[src/rtl/mux2to1_param_pkg.sv]
// ----------------------------------------------------------------------------
// mux2to1_param_pkg
// Shared constants for the parameterised 2-to-1 word multiplexer.
//   DEFAULT_WIDTH : data width used when an instance does not override WIDTH
// ----------------------------------------------------------------------------
package mux2to1_param_pkg;

   localparam int unsigned DEFAULT_WIDTH = 32;

endpackage : mux2to1_param_pkg

[src/rtl/mux2to1_param.sv]
// ----------------------------------------------------------------------------
// mux2to1_param
// Parameterised 2-to-1 word multiplexer for operand and write-back selection.
// A combinational result is available with zero latency. A registered copy of
// the result and of the select line is provided for consumers that need a
// flop boundary.
//
// Ports
//   clk       in   1      rising-edge clock for the registered outputs
//   rst_n     in   1      asynchronous, active-low reset of the registers
//   entrada0  in   WIDTH  data selected when sel is not 1
//   entrada1  in   WIDTH  data selected when sel is 1
//   sel       in   1      select line
//   salida    out  WIDTH  combinational mux result (never reset)
//   salida_q  out  WIDTH  salida registered on clk
//   sel_q     out  1      sel registered on clk
// ----------------------------------------------------------------------------
module mux2to1_param
   import mux2to1_param_pkg::*;
#(
   parameter int unsigned WIDTH = DEFAULT_WIDTH
) (
   input  logic             clk,
   input  logic             rst_n,
   input  logic [WIDTH-1:0] entrada0,
   input  logic [WIDTH-1:0] entrada1,
   input  logic             sel,
   output logic [WIDTH-1:0] salida,
   output logic [WIDTH-1:0] salida_q,
   output logic             sel_q
);

   logic [WIDTH-1:0] w_muxOut;
   logic [WIDTH-1:0] r_salidaQ;
   logic             r_selQ;

   // Combinational select. Written as an if/else so that any sel value that
   // is not a clean 1 (including X/Z in simulation) falls through to
   // entrada0, rather than producing a bitwise merge of both inputs.
   always_comb begin
      w_muxOut = entrada0;
      if (sel == 1'b1) begin
         w_muxOut = entrada1;
      end
   end

   // Output register for consumers needing a flop boundary. Reset clears
   // both registered outputs immediately on the falling edge of rst_n,
   // independent of clk; the combinational result is not affected.
   always_ff @(posedge clk or negedge rst_n) begin
      if (!rst_n) begin
         r_salidaQ <= '0;
         r_selQ    <= 1'b0;
      end else begin
         r_salidaQ <= w_muxOut;
         r_selQ    <= sel;
      end
   end

   assign salida   = w_muxOut;
   assign salida_q = r_salidaQ;
   assign sel_q    = r_selQ;

endmodule : mux2to1_param

[config.mk]
export PLATFORM = sky130hd
export DESIGN_NAME = mux2to1_param
export DESIGN_NICKNAME = d
export VERILOG_FILES = /design/src/rtl/mux2to1_param_pkg.sv /design/src/rtl/mux2to1_param.sv
export SDC_FILE = /design/constraint.sdc
export NUM_CORES = 1
export LEC_CHECK = 0
export ABC_AREA = 1
export CAP_MARGIN = 10
export CORE_MARGIN = 5
export CORE_UTILIZATION = 65
export CTS_BUF_LIST = sky130_fd_sc_hd__clkbuf_4 sky130_fd_sc_hd__clkbuf_8
export DETAILED_ROUTE_END_ITERATION = 6
export DONT_BUFFER_PORTS = 1
export PLACE_DENSITY = 0.91
export REMOVE_ABC_BUFFERS = 1
export SETUP_SLACK_MARGIN = 0.1
export SLEW_MARGIN = 20
export SYNTH_ARGS = -nofsm -noshare
export SYNTH_HDL_FRONTEND = slang
export SYNTH_SLANG_ARGS = --single-unit
[constraint.sdc]
create_clock -name clk -period 1.15 [get_ports clk]
set_input_delay 0.23 -clock clk [delete_from_list [all_inputs] [get_ports clk]]
set_output_delay 0.23 -clock clk [all_outputs]
set_load 0.01 [all_outputs]
==> flow_summary_export.csv <==
group,metric,value,unit
drt,postRouteAntennaNets,0,
sta,grt_setup_unrepaired,"false",
final_layout,fin_nets,207,
drt,drt-vias-per-instance,5.55,
placement,post-place-ws,0.295,ns
global_routing,antenna_found_initial,0,
final_layout,multi_input_comb_area,385,µm²
placement,dpl-instance-area,1260,µm²
global_routing,grt_start_max_net_pins,35,
logic_synthesis,synthDistinctLibCells,7,
final_layout,final_common_cell,"sky130_fd_sc_hd__nand2_1",
pwr,switching_power,0.589,mW
pwr,p_int,1.62,mW
clock_network,clock-root-buffer,"sky130_fd_sc_hd__clkbuf_4",
run,max_cap_violations,0,
floorplanning,die-height,55.0,µm
floorplanning,die_area,3030,µm²
logic_synthesis,synth_area,1320,µm²
final_layout,instances_no_fill,168,
floorplanning,die_width,55.0,µm
sta,final_hold_viol_count,0,
pwr,power.switching_fraction,0.266,
setup_path,worst_ep_required_time,0.92,ns
clock_network,post_cts.resized_instances,0,
pwr,power.share.combinational,0.103,
final_layout,final_standard_cell_utilization_of_the_core,0.698,
placement,gpl.final_weighted_congestion,0.618,
sta,post_route_setup_tns,0,ns
floorplanning,starting_density_of_the_core,0.678,
logic_synthesis,synth_largest_type_area_fraction,0.627,
logic_synthesis,synth_area_per_cell,9.62,µm²
pwr,power.share.clock,0.293,
clock_network,max-clock-path-buffers,2,
pwr,cell_pwr_density,1630,nW/µm²
sta,post-route-worst-setup-slack,0.166,ns
drt,drt-pass1-iter-count,4,
sta,slew-limit-headroom,0.867,
final_layout,drive_gt1_frac,0.142,
setup_path,crit_type,"flip-flop to output port",
logic_synthesis,postSynthCellCount,137,
sta,max_slew.worst_pin.slew,0.199,ns
setup_path,timing.critical_path.fanout_max,1,
worst_hold_path,hold_path_depth,2,
floorplanning,num_io_pins,132,
placement,post-place-cells,157,
global_routing,grt_pass1_wl,4050,µm
drt,drt_first_iter_violations,12,
pwr,totalPowerFinal,2.21,mW
clock_network,numCtsBuffers,5,
clock_network,clock_tree_from_tritoncts,"done",
global_routing,grt_util_all_layers,0.200,
floorplanning,floorplan.core_area,1940,µm²
global_routing,grt_overflow_total,0,
final_layout,final.fill_count,146,
setup_path,critical_path_arrival,0.75,ns
sta,layout_min_cycle_time,0.984,ns
logic_synthesis,post_synth_main_area_contributors,"sky130_fd_sc_hd__dfrtp_1 63%, sky130_fd_sc_hd__nand2_1 25%, sky130_fd_sc_hd__nand2_2 4.7%, sky130_fd_sc_hd__clkbuf_8 3.1%, sky130_fd_sc_hd__buf_6 2.6%",
final_layout,layout_common_cells,"86 x sky130_fd_sc_hd__nand2_1, 33 x sky130_fd_sc_hd__dfrtp_1, 10 x sky130_fd_sc_hd__nand2_2",
sta,setup-violations-final,0,
setup_path,end_kind,"output port",
final_layout,num_antenna_cells,0,
placement,place.port_buffers,0,
final_layout,area_delta_synth_final,2.94,%
clock_network,clock_tree.htree_level_count,2,
sta,maxClockFrequency,1.02,GHz
clock_network,cts.reportedPaths.clkPinSlew,0.09,ns
setup_path,path_depth,0,
pwr,power.sequential.fraction,0.603,
drt,detail_route.wl_per_cell,18.7,µm
global_routing,first_global_vias,870,
floorplanning,placementRows,16,
final_layout,final-seq-area,826,µm²
drt,wl,3140,µm
logic_synthesis,synth-seq-area-share,0.627,
drt,post-route-drc-count,0,
run_status,outcome,"completed",
pwr,irDropWorstVdd,1.12,mV
logic_synthesis,synth_warnings,0,
logic_synthesis,synth_top_cell_by_area,"sky130_fd_sc_hd__dfrtp_1",
sta,max_slew_violations,0,
drt,vias,933,
sta,post-route-period-util,0.855,
clock_network,cts_num_sinks,33,
sta,hold-worst-slack,0.106,ns
pwr,total_leakage_power,0.740,nW
setup_path,cp-start-kind,"flip-flop",
worst_hold_path,hold_class,"input port to flip-flop",
final_layout,final_cell_area,1360,µm²
logic_synthesis,ys_seq_elements,33,
-- Yosys cell counts --
cell                       number
sky130_fd_sc_hd__clkbuf_8       3
sky130_fd_sc_hd__buf_6          3
sky130_fd_sc_hd__nand2_2       10
sky130_fd_sc_hd__inv_8          1
sky130_fd_sc_hd__nand2_1       86
sky130_fd_sc_hd__buf_12         1
sky130_fd_sc_hd__dfrtp_1       33
-- power by group through the flow --
| stage | Combinational (mW) | Sequential, mW | Clock (mW) |
|---|---|---|---|
| 6_report | 0.228 | 1.33 | 0.648 |
| 5_1_grt | 0.259 | 1.34 | 0.720 |
| 4_1_cts | 0.233 | 1.34 | 0.670 |
| 3_5_place_dp | 0.197 | 1.36 | 0 |
| 3_3_place_gp | 0.187 | 1.36 | 0 |
| 2_1_floorplan | 0.164 | 1.34 | 0 |
-- timing repair --
item / 4_1_cts / 5_1_grt
hold buffers: 3 / 0
hold endpoints to repair: 34 / 0
buffers inserted: 0 / 0
-- layout make-up --
type,count,area share
timing repair buffer,3,0.0295
sequential,33,0.609
inverter,1,0.00830
clock buffer,8,0.0443
multi-input combinational,96,0.284
tap,27,0.0249
-- logic make-up (layout without fill, tap and decap cells) --
| family | count (synthesis) | count (layout) | synth area share |
|---|---|---|---|
| and+or+nand+nor | 96 | 96 | 0.292 |
| buffers and inverters | 8 | 12 | 0.0807 |
| DFF | 33 | 33 | 0.627 |
-- flip-flops by register name (all words and copies together) (netlist names) --
signal,flops
salida_q,32
sel_q,1
-- worst paths after layout --
path,endpoint,slack [ns],startpoint
worst min-delay path,salida_q[1]$_DFF_PN0_,0.11,entrada0[1]
min in group asynchronous,salida_q[1]$_DFF_PN0_,0.35,rst_n
worst max-delay path,salida_q[10],0.17,salida_q[10]$_DFF_PN0_
max in group asynchronous,salida_q[3]$_DFF_PN0_,0.63,rst_n
-- routing by layer --
layer,vias to the layer above,part of all wire,global-route usage
met5,-,0,0
met4,0,0.016,0.0769
met3,6,0.15,0.110
met2,80,0.55,0.350
met1,428,0.29,0.195
li1,419,-,-
Power figures use the tool's default switching activity.
